`config.mk`:
```
export PLATFORM = sky130hd
export DESIGN_NAME = uart_tx_fifo
export DESIGN_NICKNAME = d
export VERILOG_FILES = /design/src/rtl/uart_tx_fifo.sv
export SDC_FILE = /design/constraint.sdc
export NUM_CORES = 1
export LEC_CHECK = 0
export CORE_AREA = 2 2 113 115
export CTS_CLUSTER_SIZE = 25
export DETAILED_ROUTE_END_ITERATION = 10
export DIE_AREA = 0 0 115 117
export HOLD_SLACK_MARGIN = 0.15
export PLACE_DENSITY = 0.77
export SLEW_MARGIN = 20
export SYNTH_ARGS = -nofsm -noshare
export SYNTH_HDL_FRONTEND = slang
export SYNTH_SLANG_ARGS = --single-unit
```
`constraint.sdc`:
```
create_clock -name clk -period 5.85 [get_ports clk]
set_input_delay 1.4625 -clock clk [delete_from_list [all_inputs] [get_ports clk]]
set_output_delay 1.4625 -clock clk [all_outputs]
set_load 0.01 [all_outputs]
```
`src/rtl/uart_tx_fifo.sv`:
```
`default_nettype none
// ============================================================================
// Module   : uart_tx_fifo
// Purpose  : Buffered 8N1 UART transmitter. One-cycle byte writes are queued
//            in a 2^FIFO_AW-entry circular FIFO and shifted out LSB first.
// Ports    : clk, rst        - system clock, synchronous active-high reset
//            tx_en, tx_data  - push strobe and byte to queue
//            ovr_clr         - clears the sticky overrun flag
//            txd             - serial line (idles high, registered)
//            tx_busy         - frame in progress (start through stop)
//            tx_full/empty   - registered FIFO status
//            tx_count        - FIFO occupancy 0..2^FIFO_AW
//            tx_overrun      - sticky, set when a push is dropped
// Revision : 1.0 - initial release
// ============================================================================
module uart_tx_fifo #(
    parameter int CLKS_PER_BIT = 868,
    parameter int FIFO_AW      = 4
) (
    input  logic               clk,
    input  logic               rst,
    input  logic               tx_en,
    input  logic [7:0]         tx_data,
    input  logic               ovr_clr,
    output logic               txd,
    output logic               tx_busy,
    output logic               tx_full,
    output logic               tx_empty,
    output logic [FIFO_AW:0]   tx_count,
    output logic               tx_overrun
);

    localparam int BAUD_W = $clog2(CLKS_PER_BIT);
    localparam int DEPTH  = 2 ** FIFO_AW;

    localparam logic [BAUD_W-1:0] c_BAUD_LAST = BAUD_W'(CLKS_PER_BIT - 1);
    localparam logic [FIFO_AW:0]  c_DEPTH     = {1'b1, {FIFO_AW{1'b0}}};

    localparam logic [1:0] c_IDLE  = 2'd0;
    localparam logic [1:0] c_START = 2'd1;
    localparam logic [1:0] c_DATA  = 2'd2;
    localparam logic [1:0] c_STOP  = 2'd3;

    // ------------------------------------------------------------------
    // FIFO storage and bookkeeping
    // ------------------------------------------------------------------
    logic [7:0]         r_mem [DEPTH];
    logic [FIFO_AW-1:0] r_wr_ptr;
    logic [FIFO_AW-1:0] r_rd_ptr;
    logic [FIFO_AW:0]   r_count;
    logic               r_full;
    logic               r_empty;
    logic               r_overrun;

    logic               w_push;
    logic               w_pop;
    logic [FIFO_AW:0]   w_count_next;
    logic [7:0]         w_head;

    // Full is the registered pre-edge value, so a push against a full FIFO
    // is dropped even if the FSM pops in the same cycle.
    assign w_push = tx_en && !r_full;
    assign w_head = r_mem[r_rd_ptr];

    always_comb begin
        w_count_next = r_count;
        case ({w_push, w_pop})
            2'b10:   w_count_next = r_count + (FIFO_AW+1)'(1);
            2'b01:   w_count_next = r_count - (FIFO_AW+1)'(1);
            default: w_count_next = r_count;
        endcase
    end

    // Storage carries no reset; occupancy is governed by the pointers.
    always_ff @(posedge clk) begin
        if (w_push) begin
            r_mem[r_wr_ptr] <= tx_data;
        end
    end

    always_ff @(posedge clk) begin
        if (rst) begin
            r_wr_ptr  <= '0;
            r_rd_ptr  <= '0;
            r_count   <= '0;
            r_full    <= 1'b0;
            r_empty   <= 1'b1;
            r_overrun <= 1'b0;
        end else begin
            if (w_push) begin
                r_wr_ptr <= r_wr_ptr + FIFO_AW'(1);
            end
            if (w_pop) begin
                r_rd_ptr <= r_rd_ptr + FIFO_AW'(1);
            end
            r_count <= w_count_next;
            r_full  <= (w_count_next == c_DEPTH);
            r_empty <= (w_count_next == '0);
            // A dropped push wins over a same-cycle clear.
            if (tx_en && r_full) begin
                r_overrun <= 1'b1;
            end else if (ovr_clr) begin
                r_overrun <= 1'b0;
            end
        end
    end

    // ------------------------------------------------------------------
    // Transmit FSM
    // ------------------------------------------------------------------
    logic [1:0]        r_state;
    logic [1:0]        w_state_next;
    logic [BAUD_W-1:0] r_baud;
    logic [BAUD_W-1:0] w_baud_next;
    logic [2:0]        r_bit;
    logic [2:0]        w_bit_next;
    logic [7:0]        r_shift;
    logic [7:0]        w_shift_next;
    logic              r_txd;
    logic              w_txd_next;
    logic              w_baud_last;

    assign w_baud_last = (r_baud == c_BAUD_LAST);

    always_comb begin
        w_state_next = r_state;
        w_baud_next  = r_baud;
        w_bit_next   = r_bit;
        w_shift_next = r_shift;
        w_pop        = 1'b0;
        case (r_state)
            c_IDLE: begin
                if (!r_empty) begin
                    w_pop        = 1'b1;
                    w_shift_next = w_head;
                    w_bit_next   = 3'd0;
                    w_baud_next  = '0;
                    w_state_next = c_START;
                end
            end
            c_START: begin
                if (w_baud_last) begin
                    w_baud_next  = '0;
                    w_state_next = c_DATA;
                end else begin
                    w_baud_next = r_baud + BAUD_W'(1);
                end
            end
            c_DATA: begin
                if (w_baud_last) begin
                    w_baud_next  = '0;
                    w_shift_next = {1'b0, r_shift[7:1]};
                    if (r_bit == 3'd7) begin
                        w_state_next = c_STOP;
                    end else begin
                        w_bit_next = r_bit + 3'd1;
                    end
                end else begin
                    w_baud_next = r_baud + BAUD_W'(1);
                end
            end
            default: begin // c_STOP
                if (w_baud_last) begin
                    w_baud_next = '0;
                    // Chain straight into the next start bit when data waits.
                    if (!r_empty) begin
                        w_pop        = 1'b1;
                        w_shift_next = w_head;
                        w_bit_next   = 3'd0;
                        w_state_next = c_START;
                    end else begin
                        w_state_next = c_IDLE;
                    end
                end else begin
                    w_baud_next = r_baud + BAUD_W'(1);
                end
            end
        endcase

        // Line level is computed from the next state so the pin flop
        // changes on the same edge as the state.
        case (w_state_next)
            c_START: w_txd_next = 1'b0;
            c_DATA:  w_txd_next = w_shift_next[0];
            default: w_txd_next = 1'b1;
        endcase
    end

    always_ff @(posedge clk) begin
        if (rst) begin
            r_state <= c_IDLE;
            r_baud  <= '0;
            r_bit   <= 3'd0;
            r_shift <= 8'd0;
            r_txd   <= 1'b1;
        end else begin
            r_state <= w_state_next;
            r_baud  <= w_baud_next;
            r_bit   <= w_bit_next;
            r_shift <= w_shift_next;
            r_txd   <= w_txd_next;
        end
    end

    assign txd        = r_txd;
    assign tx_busy    = (r_state != c_IDLE);
    assign tx_full    = r_full;
    assign tx_empty   = r_empty;
    assign tx_count   = r_count;
    assign tx_overrun = r_overrun;

endmodule
`default_nettype wire

```
==> impl_results.md, run 1 <==
* Post-CTS Setup Repair Bufs at 0
* Clock sink total at 172
* Logic pwr share at 0.231
* Req. time, crit path at 6.11 ns
* Synth cell types at 54
* Post-synth EDFFs at 128
* Via density at 6.33
* Total number of vias at 4371
* Post-route setup TNS at 0 ns
* Gr ovfl total at 0
* Root Buffer: clkbuf_16
* Clk pin slew, worst setup/hold paths at 0.06 ns
* RSZ-0062 raised after global routing: no
* Drt first pass iters at 5
* CTS resizes at 0
* Power Dens Cells at 407 nW/um2
* Flop pwr share at 0.450
* Hold-fix buffers, CTS at 0
* Worst Skew at 0.0109 ns
* Fin nets at 551
* CTS tree: yes
* Clock buffers created by TritonCTS at 17
* DRC viols at 0
* Crit-path leading delay family: compound AO/OA/AOI/OAI gates
* Setup Crit Path Kind: input pin to flip-flop
* Static leakage at 0.00268 uW
* Vias in the first global route at 4356
* Setup violators final at 0
* # rows at 41
* FMAX at 0.236 GHz
* Antenna-violating nets left at 0
* Synth-to-Final Area Change at 12.4%
* Sw Pwr at 942 uW
* Initial antenna violation count at 0
* Max-Cap Viols at 0
* Die Y-Extent at 117 um
* Placed insts at 659
* Slew Limit Headroom at 0.268
* Clock share of power at 0.319
* Fin crit period at 4.25 ns
* Arr. time, crit path at 4.50 ns
* WL/cell at 20.7 um
* Synthesis warning total at 0
* Core box area at 12300 um2
* Cells after Synth at 509
* Global-route wire length before repair at 22800 um
* Switch share at 0.284
* Diode count at 0
* Chip width at 115 um
* Commonest non-fill, non-tap cell in the layout: edfxtp_1
* Fin. Hold Viols at 0
* Seq/Total Area, Yosys at 0.652
* WL final at 14300 um
* Startpoint Class: input pin
* Slew @ Worst Pin at 1.09 ns
* Initial drt markers at 428
* Worst-Skew Late Latency at 0.43 ns
* Final std cells w/o fill at 691
* Status: complete, no violations
* Hold crit path type: flip-flop to flip-flop
* CP dominant cell by count: ha_1
* Top_reg_cell synth: edfxtp_1
* Post-DP HPWL at 9050 um
* Most frequent cells in the layout: edfxtp_1 (128), nor2_1 (44), dfxtp_1 (43), mux4_2 (32), nand2_1 (31)
* H-tree depth at 4
* Post-synthesis cell area at 7240 um2
* Crit share post-route at 0.726
* FF+latch count, synth at 172
* P_int at 2370 uW
* Clock Tree Buf Depth at 2
* Full die area at 13500 um2
* Async SR Flop Fraction at 0
* IO Pins at 22
* Crit path cell chain: clkdlybuf4s50_1 -> nor2b_1 -> inv_1 -> ha_1 -> xor2_1 -> ha_1 -> nor3b_1 -> o21ai_0 -> a21oi_1 -> nand2_1 -> a2111oi_0
* Final RePlAce weighted congestion at 0.824
* CP max FO at 9
* Worst setup EP type: flip-flop
* Crit path buffers/inverters at 2
* Max-slew violation count at 0
* Syn Area/Cell at 14.2 um2
* Share of layout cells above drive strength 1 at 0.144
* Largest stage delay, worst path at 0.54 ns
* Slowest-stage cell, CP: a2111oi_0
* Initial core utilization at 0.588
* Largest net degree at the start of global routing at 33
* Worst IR Drop VDD at 0.274 mV
* IO Port Bufs at 21
* GRT Total Usage at 0.231
* Synthesized Nets at 532
## through the flow
stage / hold slack (ns) / total power, uW / util / setup WS (ns) / area (um2)
after floorplan: 0.442 / 2060 / - / 2.18 / 7240
after global placement: 0.452 / 2250 / 0.616 / 1.50 / 7580
after detailed placement: 0.465 / 2280 / 0.616 / 1.20 / 7580
after CTS: 0.476 / 3330 / 0.661 / 1.66 / 8140
after global routing: 0.509 / 3470 / 0.661 / 1.26 / 8140
final: 0.468 / 3310 / 0.661 / 1.60 / 8140
## Yosys cell counts, drive strengths merged (3+ instances only)
master / instances / area (um2)
nand3b: 4 / 30.0
inv: 18 / 67.6
a21oi: 20 / 100
ha: 11 / 138
o21ai: 27 / 139
or3: 3 / 23.8
nand2: 31 / 116
a2111oi: 7 / 61.3
xor2: 10 / 87.6
a41oi: 3 / 26.3
mux4: 32 / 721
clkbuf: 23 / 86.3
nand2b: 7 / 43.8
mux2i: 7 / 70.1
edfxtp: 128 / 3840
nor3: 13 / 81.3
nor2: 44 / 165
nand3: 14 / 70.1
and3: 3 / 18.8
buf: 6 / 32.5
a211oi: 5 / 37.5
nor2b: 5 / 31.3
o211ai: 4 / 30.0
dfxtp: 44 / 881
and2: 3 / 18.8
a311oi: 6 / 52.6
## kinds of logic after synthesis
kind of cell / count (synthesis) / share of synthesized area
fa+ha+maj: 11 / 0.0190
simple gates: 135 / 0.0924
buf+inv: 48 / 0.0263
mux: 41 / 0.112
xor+xnor: 12 / 0.0145
flops: 172 / 0.652
compound gates: 90 / 0.0829
## power by group through the flow
stage / logic, uW / registers [uW] / clock network (uW)
5_1_grt: 847 / 1510 / 1120
4_1_cts: 769 / 1490 / 1070
3_5_place_dp: 764 / 1510 / 0
6_report: 766 / 1490 / 1060
2_1_floorplan: 576 / 1480 / 0
3_3_place_gp: 740 / 1510 / 0
## worst register-to-register path: stages (launching register included)
cell and delay [ns]:
dfxtp_1 0.37, or4b_4 0.60, nor4_2 0.45, o21ai_2 0.19, clkinv_1 0.19, ha_1 0.33, xor2_1 0.18, ha_1 0.22
nand4b_1 0.11, a21o_1 0.19, a21oi_1 0.22, nand2_1 0.14, a2111oi_0 0.54
## final timing paths
path | from | end | slack, ns | cells after the start
min reg2reg | tx_overrun | tx_overrun | 0.47 | 2
max reg2reg | r_baud[2] | tx_full | 1.94 | 12
max | tx_en | tx_full | 1.60 | 11
min | tx_overrun | tx_overrun | 0.47 | 2
## sequential cells by signal, summed over array words and instances, names as in the netlist, named ones only
register and flops:
tx_full 1, r_bit 3, r_rd_ptr 4, tx_overrun 1, txd 1, r_wr_ptr 4
r_baud 10, tx_empty 1, r_mem 128, r_shift 8, r_state 2, tx_count 5
## area by class of cell
cell class              instances  area (um2)
flip-flops and latches        172        4730
fillers                       843        4170
multi-input cells             289        2330
clock buffers                  23         468
repair buffers                 29         270
well taps                     150         188
clock inverters                 9        88.8
inverters                      19        71.3
## routing by layer
layer | GRT usage | vias to the layer above | wire (um)
li1 | - | 1991 | -
met1 | 0.290 | 2184 | 5720
met2 | 0.395 | 180 | 7340
met3 | 0.0654 | 16 | 1010
met4 | 0.0691 | 0 | 217
met5 | 0 | - | 0
Power figures use the tool's default switching activity.
==> run 2: changes to the inputs <==
==> constraint.sdc (replaced) <==
create_clock -name clk -period 4.07 [get_ports clk]
set_input_delay 1.0175 -clock clk [delete_from_list [all_inputs] [get_ports clk]]
set_output_delay 1.0175 -clock clk [all_outputs]
set_load 0.01 [all_outputs]
==> impl_results.md, run 2 (synthesis gave the netlist of run 1 again) <==
* Status: complete, no violations
* Antenna-violating nets left at 0 (unchanged)
* Root Buffer: clkbuf_16
* Startpoint Class: flip-flop
* RSZ-0062 raised after global routing: no
* Clock buffers created by TritonCTS at 17 (unchanged)
* Worst IR Drop VDD at 0.376 mV (+37%)
* # fillers at 832 (-1.3%)
* WL final at 14000 um (-2.0%)
* Core box area at 12300 um2 (unchanged)
* Setup violators final at 0 (unchanged)
* Commonest non-fill, non-tap cell in the layout: edfxtp_1
* Crit. Startpoint: r_baud[2]
* Share of layout cells above drive strength 1 at 0.159 (+0.0149)
* Worst setup EP type: flip-flop
* Gr ovfl total at 0 (unchanged)
* Crit-path leading delay family: simple AND/OR/NAND/NOR gates
* Worst reg2reg path startpoint: r_baud[2]
* IO Port Bufs at 21 (unchanged)
* R2r setup slk at 0.43 ns (-1.51 ns)
* Crit path cell chain: or4b_4 -> nor4_2 -> o21ai_2 -> clkinv_1 -> ha_1 -> xor2_1 -> ha_1 -> nor3b_1 -> o21ai_0 -> a21oi_1 -> nand2_1 -> a2111oi_0
* Fin. Hold Viols at 0 (unchanged)
* CP Depth at 12 (+1)
* CTS tree: yes
* Initial core utilization at 0.588 (unchanged)
* Crit path buffers/inverters at 1 (-1)
* FF-to-FF path depth at 12 (unchanged)
* # rows at 41 (unchanged)
* Power Dens Cells at 585 nW/um2 (+44%)
* Largest net degree at the start of global routing at 26 (-21%)
* Static leakage at 0.00271 uW (+1.3%)
* Register area at 4730 um2 (unchanged)
* Clock sink total at 172 (unchanged)
* Vias in the first global route at 4166 (-4.4%)
* Setup Crit Path Kind: flip-flop to flip-flop
* Max FFs per register at 128 (unchanged)
* Clock Tree Buf Depth at 2 (unchanged)
* Arr. time, crit path at 3.93 ns (-0.57 ns)
* Fin util at 0.664 (+0.00345)
* Worst Skew at 0.00864 ns (-0.00227 ns)
* Fin crit period at 3.64 ns
* Global-route wire length before repair at 22100 um (-2.8%)
* Largest registers: r_mem: 128 flops, r_baud: 10 flops, r_shift: 8 flops
* Area of the multi-input gates at 2330 um2 (unchanged)
* Slew @ Worst Pin at 0.992 ns (-0.103 ns)
* CP max FO at 8 (-1)
* CP dominant cell by count: ha_1
* Worst-Skew Late Latency at 0.42 ns (about the same)
* Die Y-Extent at 117 um (unchanged)
* Drt first pass iters at 5 (unchanged)
* Total number of vias at 4310 (-1.4%)
* IO Pins at 22 (unchanged)
* Clk pin slew, worst setup/hold paths at 0.07 ns (about the same)
* Req. time, crit path at 4.37 ns (-1.74 ns)
* Reg with most FFs: r_mem
* Largest stage delay, worst path at 0.60 ns (+0.06 ns)
* FMAX at 0.275 GHz
* Diode count at 0 (unchanged)
* Hold crit path type: flip-flop to flip-flop
* Synth-to-Final Area Change at 13.0%
* GRT Total Usage at 0.224 (-0.00646)
* Slowest-stage cell, CP: or4b_4
* H-tree depth at 4 (unchanged)
* Hold-fix buffers, CTS at 0 (unchanged)
* Slew Limit Headroom at 0.338 (+0.0703)
* Initial drt markers at 408 (-4.7%)
* Post-CTS Setup Repair Bufs at 0 (unchanged)
* Fin nets at 557 (+1.1%)
* Most frequent cells in the layout: edfxtp_1 (128), nor2_1 (44), dfxtp_1 (43), mux4_2 (32), nand2_1 (31)
* Final RePlAce weighted congestion at 0.833 (+1.1%)
* Total chip power at 4780 uW (+44%)
* Initial antenna violation count at 0 (unchanged)
* Post-route setup TNS at 0 ns (unchanged)
* DRC viols at 0 (unchanged)
* Chip width at 115 um (unchanged)
* WL/cell at 20.1 um (-2.8%)
* Full die area at 13500 um2 (unchanged)
* Post-DP HPWL at 9120 um (+0.80%)
* Max-Cap Viols at 0 (unchanged)
* Crit share post-route at 0.893
* Via density at 6.18 (-2.2%)
* Crit path to: tx_full
* Reg2reg end: tx_full
* CTS resizes at 0 (unchanged)
* Max-slew violation count at 0 (unchanged)
## run 2: cell count changes in the layout (fill, tap and decap cells not counted), sizes merged
cell	delta
inv	+7
bufinv	-1
buf	+6
clkinvlp	-1
clkbuf	-5
## run 2: report_power, final
part           total [uW]  internal [uW]  leakage (uW)  switching [uW]
sequential           2190           2010       0.00152             176
clock                1510            807      0.000273             706
combinational        1090            538      0.000922             548
## run 2: worst reg2reg max path, cell delays in order (launching register included)
cell	delay, ns
dfxtp_1	0.37
or4b_4	0.60
nor4_2	0.38
o21ai_2	0.17
clkinv_1	0.18
ha_1	0.33
xor2_1	0.11
ha_1	0.24
nor3b_1	0.21
o21ai_0	0.13
a21oi_1	0.27
nand2_1	0.12
a2111oi_0	0.42
## run 2: layer usage
metal  GRT usage  up-vias  share of wire
li1            -     2010              -
met1       0.295     2158           0.44
met5           0        -              0
met4      0.0763        0          0.016
met2       0.375      123           0.50
met3      0.0515       19          0.044
## run 2: per-stage QoR
| step | setup WS (ns) | cells | hold slack [ns] | instance area, um2 |
|---|---|---|---|---|
| global route | 0.142 | 697 | 0.509 | 8180 |
| finish | 0.435 | 697 | 0.477 | 8180 |
| floorplan | 0.824 | 509 | 0.442 | 7240 |
| CTS | 0.483 | 697 | 0.477 | 8180 |
| detailed placement | 0.322 | 665 | 0.467 | 7630 |
| global placement | 0.568 | 665 | 0.453 | 7630 |
## run 2: final cells by class
type | instances | share of cell area
clock buffer | 18 | 0.0525
clock inverter | 14 | 0.0153
inverter | 19 | 0.00872
multi-input combinational | 289 | 0.284
sequential | 172 | 0.578
tap | 150 | 0.0229
timing repair buffer | 35 | 0.0385
## run 2: how the worst min path moves through the flow
stage                          start    endpoint  slack, ns  cells after the start
after floorplan            r_baud[9]   r_baud[9]       0.44                      1
after global placement    tx_overrun  tx_overrun       0.45                      2
after detailed placement    r_bit[2]    r_bit[2]       0.47                      2
after CTS                   r_bit[2]    r_bit[2]       0.48                      2
after global routing        r_bit[1]    r_bit[1]       0.51                      2
final                       r_bit[2]    r_bit[2]       0.48                      2
